$ cat src/rtl/mul_mac_seq_if.sv
// Control bundle between the program sequencer / register file / multiplier
// and the MAC sequencer. slave = the sequencer, master = whoever drives it.
interface mul_mac_seq_if #(
  parameter int RF_ADDRSIZE = 4,
  parameter int LEN_W       = 5
);
  logic                   start;
  logic [LEN_W-1:0]       len;
  logic [RF_ADDRSIZE-1:0] x_base;
  logic [RF_ADDRSIZE-1:0] y_base;
  logic [3:0]             dtsts;
  logic                   sub;
  logic                   wb_en;
  logic [RF_ADDRSIZE-1:0] rn_addr;
  logic                   stall;
  logic                   mul_ps_mv;

  logic [RF_ADDRSIZE-1:0] rf_rx_addr;
  logic [RF_ADDRSIZE-1:0] rf_ry_addr;
  logic                   ps_mul_en;
  logic                   ps_mul_otreg;
  logic [3:0]             ps_mul_dtsts;
  logic [1:0]             ps_mul_cls;
  logic                   rf_wr_en;
  logic [RF_ADDRSIZE-1:0] rf_wr_addr;
  logic                   busy;
  logic                   done;

  modport slave (
    input  start, len, x_base, y_base, dtsts, sub, wb_en, rn_addr, stall, mul_ps_mv,
    output rf_rx_addr, rf_ry_addr, ps_mul_en, ps_mul_otreg, ps_mul_dtsts, ps_mul_cls,
           rf_wr_en, rf_wr_addr, busy, done
  );

  modport master (
    output start, len, x_base, y_base, dtsts, sub, wb_en, rn_addr, stall, mul_ps_mv,
    input  rf_rx_addr, rf_ry_addr, ps_mul_en, ps_mul_otreg, ps_mul_dtsts, ps_mul_cls,
           rf_wr_en, rf_wr_addr, busy, done
  );
endinterface

$ cat src/rtl/mul_mac_seq.sv
// Multi-cycle dot-product sequencer for the multiplier: issues term 0 as a
// product into MR, terms 1..N-1 as accumulate add/sub, then an optional
// saturated MR readout written back to the register file.
// Optional build macro: MUL_SEQ_STICKY_MV_EN adds the mv_sticky overflow output.
//
// state   | meaning
// IDLE    | waiting for start
// FIRST   | issue term 0 as product (cls 01) into MR
// ACC     | issue terms 1..N-1 as accumulate (cls 1,sub)
// RDOUT   | issue saturated MR readout (cls 00, otreg 0)
// DRAIN   | execute cycle of the last issue; writeback strobe if readout
// FIN     | one-cycle done pulse
module mul_mac_seq #(
  parameter int RF_DATASIZE = 16,
  parameter int RF_ADDRSIZE = 4,
  parameter int LEN_W       = 5
) (
  input  logic clk,
  input  logic reset,
  mul_mac_seq_if.slave bus
`ifdef MUL_SEQ_STICKY_MV_EN
  ,
  output logic mv_sticky
`endif
);

  // Data width only matters to the multiplier; reject nonsense at elaboration.
  if (RF_DATASIZE < 1) begin : g_bad_datasize
    $error("mul_mac_seq: RF_DATASIZE must be positive");
  end

  typedef enum logic [2:0] {
    S_IDLE, S_FIRST, S_ACC, S_RDOUT, S_DRAIN, S_FIN
  } state_t;

  state_t                 state_q, state_d;
  logic [LEN_W-1:0]       rem_q;
  logic [RF_ADDRSIZE-1:0] rx_ptr_q, ry_ptr_q, rn_q;
  logic [3:0]             dtsts_q, hold_dtsts_q;
  logic                   sub_q, wb_q, hold_otreg_q;
  logic [1:0]             hold_cls_q;

  logic       accept, issue_st, issue;
  logic [1:0] cls_cur;
  logic       otreg_cur;

  assign accept   = (state_q == S_IDLE) && bus.start;
  assign issue_st = (state_q == S_FIRST) || (state_q == S_ACC) || (state_q == S_RDOUT);
  assign issue    = issue_st && !bus.stall;

  // State register.
  always_ff @(posedge clk or negedge reset) begin
    if (!reset) state_q <= S_IDLE;
    else        state_q <= state_d;
  end

  // Next-state logic; rem_q counts terms still to issue, terminal count at 1.
  always_comb begin
    state_d = state_q;
    unique case (state_q)
      S_IDLE: begin
        if (bus.start) begin
          if (bus.len != '0)   state_d = S_FIRST;
          else if (bus.wb_en)  state_d = S_RDOUT;
          else                 state_d = S_DRAIN;
        end
      end
      S_FIRST, S_ACC: begin
        if (issue) begin
          if (rem_q == LEN_W'(1)) state_d = wb_q ? S_RDOUT : S_DRAIN;
          else                    state_d = S_ACC;
        end
      end
      S_RDOUT: if (issue) state_d = S_DRAIN;
      S_DRAIN: state_d = S_FIN;
      S_FIN:   state_d = S_IDLE;
      default: state_d = S_IDLE;
    endcase
  end

  // Output decode; multiplier controls show the live value on issue, else hold.
  always_comb begin
    cls_cur   = 2'b00;
    otreg_cur = 1'b0;
    unique case (state_q)
      S_FIRST: begin cls_cur = 2'b01;        otreg_cur = 1'b1; end
      S_ACC:   begin cls_cur = {1'b1, sub_q}; otreg_cur = 1'b1; end
      default: begin cls_cur = 2'b00;        otreg_cur = 1'b0; end
    endcase
    bus.ps_mul_en    = issue;
    bus.ps_mul_cls   = issue ? cls_cur   : hold_cls_q;
    bus.ps_mul_otreg = issue ? otreg_cur : hold_otreg_q;
    bus.ps_mul_dtsts = issue ? dtsts_q   : hold_dtsts_q;
    bus.rf_rx_addr   = rx_ptr_q;
    bus.rf_ry_addr   = ry_ptr_q;
    bus.rf_wr_en     = (state_q == S_DRAIN) && wb_q;
    bus.rf_wr_addr   = ((state_q == S_DRAIN) && wb_q) ? rn_q : '0;
    bus.busy         = (state_q != S_IDLE);
    bus.done         = (state_q == S_FIN);
  end

  // Command latch, term counter, operand pointers and held multiplier controls.
  always_ff @(posedge clk or negedge reset) begin
    if (!reset) begin
      rem_q        <= '0;
      rx_ptr_q     <= '0;
      ry_ptr_q     <= '0;
      rn_q         <= '0;
      dtsts_q      <= '0;
      sub_q        <= 1'b0;
      wb_q         <= 1'b0;
      hold_cls_q   <= 2'b00;
      hold_otreg_q <= 1'b0;
      hold_dtsts_q <= '0;
    end else if (accept) begin
      rem_q    <= bus.len;
      rx_ptr_q <= bus.x_base;
      ry_ptr_q <= bus.y_base;
      rn_q     <= bus.rn_addr;
      dtsts_q  <= bus.dtsts;
      sub_q    <= bus.sub;
      wb_q     <= bus.wb_en;
    end else if (issue) begin
      hold_cls_q   <= cls_cur;
      hold_otreg_q <= otreg_cur;
      hold_dtsts_q <= dtsts_q;
      if (state_q != S_RDOUT) begin
        rem_q    <= rem_q - LEN_W'(1);
        rx_ptr_q <= rx_ptr_q + RF_ADDRSIZE'(1);
        ry_ptr_q <= ry_ptr_q + RF_ADDRSIZE'(1);
      end
    end
  end

`ifdef MUL_SEQ_STICKY_MV_EN
  logic exec_q;

  // Overflow flag is only meaningful in the cycle after an issue.
  always_ff @(posedge clk or negedge reset) begin
    if (!reset) begin
      exec_q    <= 1'b0;
      mv_sticky <= 1'b0;
    end else begin
      exec_q <= issue;
      if (accept)                          mv_sticky <= 1'b0;
      else if (exec_q && bus.mul_ps_mv)    mv_sticky <= 1'b1;
    end
  end
`endif

endmodule
$ cat src/flat_wrapper.sv
// flat-port wrapper written by rule: the top's interface ports become plain ports
module mul_mac_seq_flat 
#(
  parameter int RF_DATASIZE = 16,
  parameter int RF_ADDRSIZE = 4,
  parameter int LEN_W       = 5
)
  (clk, reset, bus_start, bus_len, bus_x_base, bus_y_base, bus_dtsts, bus_sub, bus_wb_en, bus_rn_addr, bus_stall, bus_mul_ps_mv, bus_rf_rx_addr, bus_rf_ry_addr, bus_ps_mul_en, bus_ps_mul_otreg, bus_ps_mul_dtsts, bus_ps_mul_cls, bus_rf_wr_en, bus_rf_wr_addr, bus_busy, bus_done);
  mul_mac_seq_if #(.RF_ADDRSIZE(RF_ADDRSIZE), .LEN_W(LEN_W)) bus_i ();
  input  logic clk;
  input  logic reset;
  input wire logic [$bits(bus_i.start)-1:0] bus_start;
  input wire logic [$bits(bus_i.len)-1:0] bus_len;
  input wire logic [$bits(bus_i.x_base)-1:0] bus_x_base;
  input wire logic [$bits(bus_i.y_base)-1:0] bus_y_base;
  input wire logic [$bits(bus_i.dtsts)-1:0] bus_dtsts;
  input wire logic [$bits(bus_i.sub)-1:0] bus_sub;
  input wire logic [$bits(bus_i.wb_en)-1:0] bus_wb_en;
  input wire logic [$bits(bus_i.rn_addr)-1:0] bus_rn_addr;
  input wire logic [$bits(bus_i.stall)-1:0] bus_stall;
  input wire logic [$bits(bus_i.mul_ps_mv)-1:0] bus_mul_ps_mv;
  output wire logic [$bits(bus_i.rf_rx_addr)-1:0] bus_rf_rx_addr;
  output wire logic [$bits(bus_i.rf_ry_addr)-1:0] bus_rf_ry_addr;
  output wire logic [$bits(bus_i.ps_mul_en)-1:0] bus_ps_mul_en;
  output wire logic [$bits(bus_i.ps_mul_otreg)-1:0] bus_ps_mul_otreg;
  output wire logic [$bits(bus_i.ps_mul_dtsts)-1:0] bus_ps_mul_dtsts;
  output wire logic [$bits(bus_i.ps_mul_cls)-1:0] bus_ps_mul_cls;
  output wire logic [$bits(bus_i.rf_wr_en)-1:0] bus_rf_wr_en;
  output wire logic [$bits(bus_i.rf_wr_addr)-1:0] bus_rf_wr_addr;
  output wire logic [$bits(bus_i.busy)-1:0] bus_busy;
  output wire logic [$bits(bus_i.done)-1:0] bus_done;
  assign bus_i.start = bus_start;
  assign bus_i.len = bus_len;
  assign bus_i.x_base = bus_x_base;
  assign bus_i.y_base = bus_y_base;
  assign bus_i.dtsts = bus_dtsts;
  assign bus_i.sub = bus_sub;
  assign bus_i.wb_en = bus_wb_en;
  assign bus_i.rn_addr = bus_rn_addr;
  assign bus_i.stall = bus_stall;
  assign bus_i.mul_ps_mv = bus_mul_ps_mv;
  assign bus_rf_rx_addr = bus_i.rf_rx_addr;
  assign bus_rf_ry_addr = bus_i.rf_ry_addr;
  assign bus_ps_mul_en = bus_i.ps_mul_en;
  assign bus_ps_mul_otreg = bus_i.ps_mul_otreg;
  assign bus_ps_mul_dtsts = bus_i.ps_mul_dtsts;
  assign bus_ps_mul_cls = bus_i.ps_mul_cls;
  assign bus_rf_wr_en = bus_i.rf_wr_en;
  assign bus_rf_wr_addr = bus_i.rf_wr_addr;
  assign bus_busy = bus_i.busy;
  assign bus_done = bus_i.done;
  mul_mac_seq #(.RF_DATASIZE(RF_DATASIZE), .RF_ADDRSIZE(RF_ADDRSIZE), .LEN_W(LEN_W)) u_core (.clk(clk), .reset(reset), .bus(bus_i));
endmodule
$ cat config.mk
export PLATFORM = sky130hd
export DESIGN_NAME = mul_mac_seq_flat
export DESIGN_NICKNAME = d
export VERILOG_FILES = /design/src/rtl/mul_mac_seq_if.sv /design/src/rtl/mul_mac_seq.sv /design/src/flat_wrapper.sv
export SDC_FILE = /design/constraint.sdc
export NUM_CORES = 1
export LEC_CHECK = 0
export ABC_AREA = 1
export CAP_MARGIN = 20
export CORE_MARGIN = 2
export CORE_UTILIZATION = 50
export CTS_BUF_LIST = sky130_fd_sc_hd__clkbuf_4
export DETAILED_ROUTE_END_ITERATION = 12
export GPL_TIMING_DRIVEN = 0
export PLACE_DENSITY = 0.83
export SETUP_SLACK_MARGIN = 0.15
export SLEW_MARGIN = 20
export SYNTH_ARGS = -nofsm -noshare
export SYNTH_HDL_FRONTEND = slang
export SYNTH_SLANG_ARGS = --single-unit
$ cat constraint.sdc
create_clock -name clk -period 1.5 [get_ports clk]
set_input_delay 0.3 -clock clk [delete_from_list [all_inputs] [get_ports clk]]
set_output_delay 0.3 -clock clk [all_outputs]
set_load 0.05 [all_outputs]
* Word level (Yosys, flattened, before mapping)
Cells that the tools add are included. W data, S select, Z words.
Word-level totals: input port bits 28, register bits 33, logic and storage cells 61, memories kept 0, bits in latches 0, ROM bits 0, output and inout bits 23, bits in writable memories 0
Cells by class: bitwise operators 0, add/subtract/negate cells 3, reduce and logical (&&, ||, !) cells 14, equal/unequal tests 10, mux-type cells 23, $lt $le $gt $ge 0, multipliers 0, div/mod/pow operators 0, shift operators 0
Operators by type and width (count):
- $mux W4 | 8
- $mux W3 | 7
- $mux W5 | 3
- $pmux W3 S4 | 1
- $add A4 B1 Y4 const B | 2
- $eq A3 B2 Y1 const B | 2
- $eq A3 B3 Y1 const B | 2
- $eq A5 B1 Y1 const B | 1
- $reduce_bool A5 Y1 | 1
- $sub A5 B1 Y5 const B | 1
- $ne A2 B1 Y1 const B | 2
- $pmux W2 S2 | 1
- $reduce_bool A2 Y1 | 2
- $eq A3 B1 Y1 const B | 1
- $logic_and A1 B1 Y1 | 3
- $logic_not A3 Y1 | 1
- $ne A3 B2 Y1 const B | 1
- $reduce_and A3 Y1 | 1
- $reduce_bool A3 Y1 | 1
- $logic_or A1 B1 Y1 | 2
- $mux W1 | 2
- $mux W2 | 1
- $ne A2 B2 Y1 const B | 1
- $reduce_and A2 Y1 | 1
- other kinds (2) | 2

* Depth between registers and ports, before layout
Gate-level depths: netlist of the first run.
depth after elaboration 6, mapped depth 10, depth with buffers taken out 10

* Worst setup path before layout of the first run
No wires, ideal clock.
path kind register to output, start register u_core.state_q[1], end output port bus_rf_wr_addr[0], cell stages (with the launch flop) 6, required time 1.200 ns, slack -1.062 ns, path buffers 0, data arrival time 2.262 ns, path through dfrtp_1 nor2_4 nand2_1 nor2_1 inv_1 nor2_1
Between the ends: longest elaborated chain between the ends 3
Ends and longest elaborated chain:
- from (decl) | line mul_mac_seq.sv:36 | state_t state_q, state_d;
- from (signal assigned) | line mul_mac_seq.sv:54 | else state_q <= state_d;
- $eq A3 B3 Y1
- $logic_and A1 B1 Y1
- named net bus_rf_wr_en | line flat_wrapper.sv:28 | output wire logic [$bits(bus_i.rf_wr_en)-1:0] bus_rf_wr_en;
- $mux W4 | line mul_mac_seq.sv:97 | bus.rf_wr_addr = ((state_q == S_DRAIN) && wb_q) ? rn_q : '0;
- to (decl) | line flat_wrapper.sv:29 | output wire logic [$bits(bus_i.rf_wr_addr)-1:0] bus_rf_wr_addr;
The timed path passes the listed nets, and every way through them passes these cells.

* Final worst setup path of the first run
start register u_core.state_q[1], end output port bus_rf_wr_addr[0]
Between the ends: longest elaborated chain between the ends 3
Ends and longest elaborated chain (line):
- $eq A3 B3 Y1 | mul_mac_seq.sv:97
- $logic_and A1 B1 Y1 | mul_mac_seq.sv:97
- $mux W4 | mul_mac_seq.sv:97
Every way passes these cells.

==> results of run 1 <==
==> power by group through the flow <==
stage                     Clock (W)  Sequential, W  Combinational (W)
after floorplan                   0        0.00190            0.00268
after global placement            0        0.00161            0.00390
after detailed placement          0        0.00163            0.00401
after CTS                  0.000520        0.00162            0.00478
after global routing       0.000577        0.00173            0.00639
final                      0.000546        0.00170            0.00608
==> cells by family (layout without fill, tap and decap cells) <==
group           count (synthesis)  count (layout)  share of synthesized area
flops                          33              33                     0.4469
buf+inv                        40             132                    0.09071
simple gates                  140             141                     0.3250
compound gates                 38              38                     0.1104
fa+ha+maj                       4               4                    0.02708
==> placed cells by master, fill, tap and decap left out, types with 2 or more instances in the layout <==
cell             count
clkinvlp_4           4
nand3_2              3
o21ai_2              5
nor2_4               6
inv_1               23
or2_2                3
nand3_1             13
o21ai_4              8
dfrtp_1             27
buf_6               21
o21ai_1              6
buf_12               3
clkdlybuf4s50_1     24
ha_1                 2
dfrtp_2              6
nand3_4              3
buf_8                9
nand2_4              8
inv_4                2
o21ai_0             17
nor2_1              11
clkinv_2             2
inv_2                6
clkbuf_4             9
ha_2                 2
nand2_1             72
buf_4               22
nand4_1              2
nand2_2             17
clkbuf_16            2
==> Yosys cell counts (all sizes together) <==
cell,number
a21boi,1
inv,34
a21oi,1
nand4,2
nor3,1
nand3b,1
dfrtp,33
clkbuf,2
or2,3
ha,4
nor2,18
o21ai,36
buf,4
nand2,97
nand3,18
==> final timing paths <==
kind / from / end / depth (start not counted)
setup / recovery: u_core.state_q[1] / bus_rf_wr_addr[0] / 6
hold / removal: reset / u_core.state_q[1] / 2
setup reg to reg: u_core.state_q[1] / u_core.rem_q[3] / 12
hold reg to reg: u_core.rem_q[4] / u_core.rem_q[4] / 2
max in group asynchronous: reset / u_core.bus.rf_ry_addr[0] / 3
min in group clk: bus_dtsts[3] / u_core.dtsts_q[3] / 3
==> per-layer routing <==
metal	track usage	vias to the layer above	wire [um]	part of all wire
met2	0.4974	145	3900	0.52
met3	0.06250	30	522	0.070
met5	0	-	0	0
met4	0.1436	0	237	0.032
met1	0.3078	1048	2783	0.37
li1	-	986	-	-
==> state kept, by name (all words and copies together) (netlist names) <==
signal / cells
u_core.wb_q: 1
u_core.hold_otreg_q: 1
u_core.dtsts_q: 4
u_core.sub_q: 1
u_core.hold_cls_q: 2
u_core.hold_dtsts_q: 4
u_core.rem_q: 5
u_core.rn_q: 4
u_core.bus.rf_rx_addr: 4
u_core.state_q: 3
u_core.bus.rf_ry_addr: 4
==> timing repair <==
item,4_1_cts,5_1_grt
hold buffers,1,0
buffers inserted,13,16
endpoints found under the hold margin,7,0
resized for setup,184,66
pin swaps,5,7
setup endpoints to repair,49,49
gates cloned,4,1
==> cell type report <==
cell class | count | area (um2)
buffer | 6 | 85.08
clock buffer | 5 | 37.54
clock inverter | 3 | 17.52
fill | 155 | 394.1
inverter | 34 | 145.1
multi-input combinational | 183 | 1156
sequential | 33 | 833.3
tap | 48 | 60.06
timing repair buffer | 83 | 869.6
timing repair inverter | 1 | 7.507
==> per-stage QoR <==
stage	setup WS, ns	utilization
finish	-0.5654	0.8907
global route	-0.6007	0.8907
CTS	-0.4621	0.8001
detailed placement	-1.207	0.7141
global placement	-1.190	0.7099
floorplan	-0.3617	-
==> results.tsv, run 1 <==
stage	metric	value	unit
floorplan	die area	0.004198	mm2
drt	vias per cell	5.578	
drt	via count	2209	
flow_run	max cap viols	0	
pwr	Static Leak	1.576	nW
timing	final hold slack	0.2993	ns
synthesis	Synth Register Bits	33	
floorplan	I/O pin total	51	
synthesis	cell count after synthesis	255	
pwr	Pwr Total	0.008330	W
cts	CTS Buffer Depth	2	
synthesis	library cells used by synthesis	22	
synthesis	Syn Nets	287	
worst_setup_path	worst path bufs/invs	2	
drt	DRC Markers	0	
worst_setup_path	CP Launch Type	flip-flop	
global_route	GRT Resource Usage Total	0.2787	
floorplan	Die W	64.80	um
cts	CTS Sinks	33	
cts	Root Driver	clkbuf_4	
cts	H-tree depth	2	
cts	CTS buffer count	5	
global_route	largest net degree at the start of global routing	27	
global_route	initial antenna violation count	0	
floorplan	die height	64.80	um
final_layout	Layout area overhead	73.80	%
floorplan	core area	0.003606	mm2
cts	TritonCTS clock tree	done	
place	# placed instances	353	
drt	drt total wl	7444	um
timing	Max Slew Vio Count	0	
timing	Final Hold Vio Count	0	
pwr	Switching Share	0.5274	
drt	First DRT Iteration DRCs	218	
pwr	Internal Power	0.003937	W
pwr	VDD IR-drop max	1.769	mV
timing	worst setup margin	-0.5654	ns
worst_setup_path	R2R setup slack	-0.40	ns
cts	Clk pin slew, worst setup/hold paths	0.13	ns
outcome	status	complete, but fails checks	
timing	setup violators final	41	
final_layout	# diodes	0	
worst_setup_path	Max stage delay on crit path	0.47	ns
synthesis	area share of the largest cell type after synthesis	0.4469	
worst_setup_path	critical path peak fanout	4	
pwr	Clock power frac	0.066	
final_layout	Final Instance Area	0.003212	mm2
pwr	Pwr Density	2594	mW/mm2
floorplan	starting density of the core	0.5125	
drt	drt wl/cell	18.80	um
pwr	Psw	0.004394	W
timing	Max Freq	484.2	MHz
final_layout	Post-Layout Cell Count	396	
global_route	vias in the first global route	1987	
timing	fin crit period	2.065	ns
outcome	failing checks	setup timing	
worst_setup_path	slowest cell on the critical path	dfrtp_2	
timing	skew final	0.02151	ns
worst_hold_path	Hold Path Class	primary input to async pin	
place	Placer Congestion	0.7709	
timing	Setup Total Neg Slack	-12.08	ns
worst_setup_path	critical path endpoint category	primary output	
timing	Max-slew headroom	0.7918	
global_route	first-pass GRT wire length	8907	um
worst_setup_path	kind of critical path	flip-flop to primary output	
worst_setup_path	Top delay family on crit path	simple AND/OR/NAND/NOR gates	
timing	Least-Margin Pin Slew	0.3122	ns
synthesis	sequential fraction of the synthesis area	0.4469	
synthesis	mean post-synth cell area	7.247	um2
drt	Final ANT Viol Nets	0	
synthesis	Mapped Area	0.001848	mm2
worst_setup_path	most used cell along the critical path	nor2_4	
pwr	sequential share of power	0.205	
synthesis	cell accounting for the most synthesized area	dfrtp_1	
floorplan	Cell Rows	22	
cts	worst skew pair latency	0.37	ns
worst_setup_path	Critical Path RT	1.20	ns
worst_setup_path	CP cell instances	nor2_4 -> nand2_4 -> nor2_4 -> clkinvlp_4 -> nor2_4 -> buf_6	
pwr	Comb power frac	0.730	
place	Placed Area	0.002575	mm2
worst_setup_path	critical path arrival	1.77	ns
drt	drt pass-1 iters	5	
final_layout	layout cells sized above 1	0.4253	
place	DPL Wire Length	3238	um
synthesis	yosys warns	0	
timing	RSZ-0062 raised after global routing	yes	
place	number of port buffers	49	
global_route	global route overflow	0	
final_layout	Nets	379	
timing	fin crit share	1.377	
synthesis	synth top area cells	dfrtp_1, nand2_1, o21ai_0	
Power figures use the tool's default switching activity.
==> inputs of run 2 (changes only) <==
- SETUP_SLACK_MARGIN: 0.15 -> unset
==> run 2 against run 1 <==
The run still ends with setup timing left. Die area stayed put. Routed wire length is 18% lower. Sequential power about the same. Global-route usage fell by 2.8 points. Via count decreased by 5.9%. Clock power is 8.2% lower. Combinational power shrank 14%. Sequential cell count stayed put. Largest cell class unchanged. Highest routed layer unchanged.
==> results.tsv, run 2 (synthesis results as in run 1) <==
stage	metric	value	unit	change
pwr	Clock power frac	0.068		+0.002
drt	First DRT Iteration DRCs	118		-46%
worst_setup_path	Worst path depth	6		unchanged
flow_run	max cap viols	0		unchanged
global_route	GRT Resource Usage Total	0.2505		-0.02828
final_layout	Biggest register	u_core.rem_q		
final_layout	Layout area overhead	63.37	%	
place	Placer Congestion	0.7712		about the same
cts	CTS Buffer Depth	2		unchanged
global_route	global-route track usage on met3	0.06944		+0.006944
floorplan	Cell Rows	22		unchanged
pwr	Psw	0.003943	W	-10%
cts	H-tree depth	2		unchanged
worst_setup_path	critical path arrival	1.75	ns	-0.02 ns
global_route	global route overflow	0		unchanged
pwr	Internal Power	0.003485	W	-11%
worst_setup_path	CP cell instances	nor2_4 -> nand2_4 -> nor2_4 -> clkinvlp_4 -> nor2_4 -> buf_6		
worst_setup_path	most used cell along the critical path	nor2_4		
pwr	Static Leak	1.485	nW	-5.8%
pwr	Pwr Density	2460	mW/mm2	-5.1%
worst_setup_path	Top delay family on crit path	simple AND/OR/NAND/NOR gates		
timing	Max-slew headroom	0.7946		+0.002761
global_route	M1 GR Usage	0.2956		-0.01220
worst_setup_path	Critical Path RT	1.20	ns	about the same
drt	DRC Markers	0		unchanged
floorplan	die height	64.80	um	unchanged
worst_hold_path	Hold Path Class	primary input to async pin		
place	worst slack at placement	-1.155	ns	+0.05176 ns
pwr	Pwr Total	0.007428	W	-11%
cts	Root Driver	clkbuf_4		
floorplan	starting density of the core	0.5125		unchanged
drt	Final ANT Viol Nets	0		unchanged
pwr	sequential share of power	0.227		+0.022
outcome	status	complete, but fails checks		
cts	CTS buffer count	5		unchanged
final_layout	most frequent cells in the layout	nand2_1, dfrtp_1, inv_1, clkdlybuf4s50_1		
final_layout	Final Instance Area	0.003019	mm2	-6.0%
cts	CTS Sinks	33		unchanged
pwr	Switching Share	0.5308		+0.003358
drt	drt wl/cell	15.80	um	-16%
place	number of port buffers	49		unchanged
global_route	vias in the first global route	1812		-8.8%
worst_setup_path	reg2reg path depth	9		-3
final_layout	Largest register FFs	5		unchanged
final_layout	fillcell total	198		+28%
timing	Setup Total Neg Slack	-7.356	ns	+4.723 ns
timing	Max Slew Vio Count	0		unchanged
worst_setup_path	slowest cell on the critical path	dfrtp_1		
final_layout	commonest non-fill, non-tap cell in the layout	nand2_1		
timing	fin crit period	2.054	ns	-0.01147 ns
timing	worst setup margin	-0.5539	ns	+0.01147 ns
floorplan	Die W	64.80	um	unchanged
pwr	Comb power frac	0.705		-0.025
worst_setup_path	critical path peak fanout	4		unchanged
worst_setup_path	worst path bufs/invs	2		unchanged
floorplan	die area	0.004198	mm2	unchanged
timing	fin crit share	1.369		-0.007647
worst_setup_path	CP Launch Type	flip-flop		
timing	final hold slack	0.3365	ns	+0.03719 ns
drt	drt total wl	6115	um	-18%
global_route	met2 GRT Util	0.4420		-0.05541
drt	via count	2078		-5.9%
timing	Max Freq	486.9	MHz	+0.56%
drt	vias per cell	5.370		-3.7%
global_route	most crowded layer after global routing	met2		
floorplan	core area	0.003606	mm2	unchanged
timing	Least-Margin Pin Slew	0.3049	ns	-0.007362 ns
final_layout	Nets	370		-2.4%
timing	skew final	0.009499	ns	-0.01201 ns
global_route	first-pass GRT wire length	8052	um	-9.6%
timing	setup violators final	32		-22%
cts	TritonCTS clock tree	done		
cts	Clk pin slew, worst setup/hold paths	0.11	ns	-0.02 ns
cts	worst skew pair latency	0.35	ns	-0.02 ns
worst_setup_path	kind of critical path	flip-flop to primary output		
place	Placed Area	0.002546	mm2	-1.1%
global_route	initial antenna violation count	0		unchanged
pwr	VDD IR-drop max	1.262	mV	-29%
timing	Final Hold Vio Count	0		unchanged
final_layout	layout cells sized above 1	0.3422		-0.08310
outcome	failing checks	setup timing		
timing	RSZ-0062 raised after global routing	yes		
floorplan	I/O pin total	51		unchanged
drt	drt pass-1 iters	4		-1
global_route	largest net degree at the start of global routing	27		unchanged
worst_setup_path	critical path endpoint category	primary output		
final_layout	# diodes	0		unchanged
place	DPL Wire Length	3167	um	-2.2%
worst_setup_path	Max stage delay on crit path	0.44	ns	-0.03 ns
-- run 2: cell types whose count changed in the layout (fill, tap and decap cells not counted), moves of 3 or more --
| cell | previous run | this run |
|---|---|---|
| nand2_1 | 72 | 84 |
| clkbuf_4 | 9 | 6 |
| o21ai_0 | 17 | 23 |
| clkdlybuf4s15_2 | 0 | 4 |
| dfrtp_2 | 6 | 2 |
| buf_4 | 22 | 16 |
| nand2_4 | 8 | 5 |
| dfrtp_1 | 27 | 31 |
| nand2_2 | 17 | 6 |
| buf_2 | 1 | 6 |
| buf_8 | 9 | 2 |
-- run 2: final timing paths --
| path | from | endpoint | slack (ns) |
|---|---|---|---|
| min reg2reg | u_core.wb_q | u_core.wb_q | 0.55 |
| max | u_core.state_q[0] | bus_rf_wr_addr[2] | -0.55 |
| max in group asynchronous | reset | u_core.bus.rf_ry_addr[1] | 0.74 |
| min | reset | u_core.state_q[0] | 0.34 |
| min in group clk | bus_stall | u_core.hold_cls_q[1] | 0.47 |
| max reg2reg | u_core.state_q[0] | u_core.rem_q[4] | -0.10 |
-- run 2: per-layer routing --
metal,up-vias,part of all wire
met2,96,0.51
met3,24,0.065
li1,974,-
met5,-,0
met4,0,0.022
met1,984,0.40
-- run 2: final cells by class --
class                           instances  area [um2]  share of cell area
Buffer                                  6       71.32             0.02362
Clock inverter                          3       17.52            0.005802
Clock buffer                            5       37.54             0.01243
Inverter                               34       147.6             0.04890
Timing Repair Buffer                   75       738.2              0.2445
Sequential cell                        33       828.3              0.2743
Multi-Input combinational cell        183        1119              0.3705
Tap cell                               48       60.06             0.01989
-- run 2: power by group through the flow --
stage / registers [W] / logic (W) / clock network, W
floorplan: 0.00188 / 0.00263 / 0
global placement: 0.00159 / 0.00384 / 0
detailed placement: 0.00161 / 0.00395 / 0
CTS: 0.00160 / 0.00448 / 0.000515
global route: 0.00172 / 0.00562 / 0.000552
finish: 0.00169 / 0.00524 / 0.000501
-- run 2: stage by stage --
step,std cells,util
finish,387,0.8373
global placement,352,0.7019
floorplan,255,-
CTS,378,0.7831
global route,387,0.8373
detailed placement,353,0.7061
-- run 2: worst register-to-register path, delay by kind of cell (launching register included) --
family,cells,cell delay [ns]
AO/OA/AOI/OAI,1,0.26
AND/OR/NAND/NOR,4,0.32
buffers and inverters,4,0.47
flip-flops,1,0.44
-- run 2: what timing repair did --
action                                  4_1_cts  5_1_grt
hold endpoints to repair                      7        0
resized for setup                           154       52
hold buffers                                  1        0
endpoints found under the setup margin       34       36
cloned                                        2        1
buffers inserted                             14        9
pin swaps                                     5        6
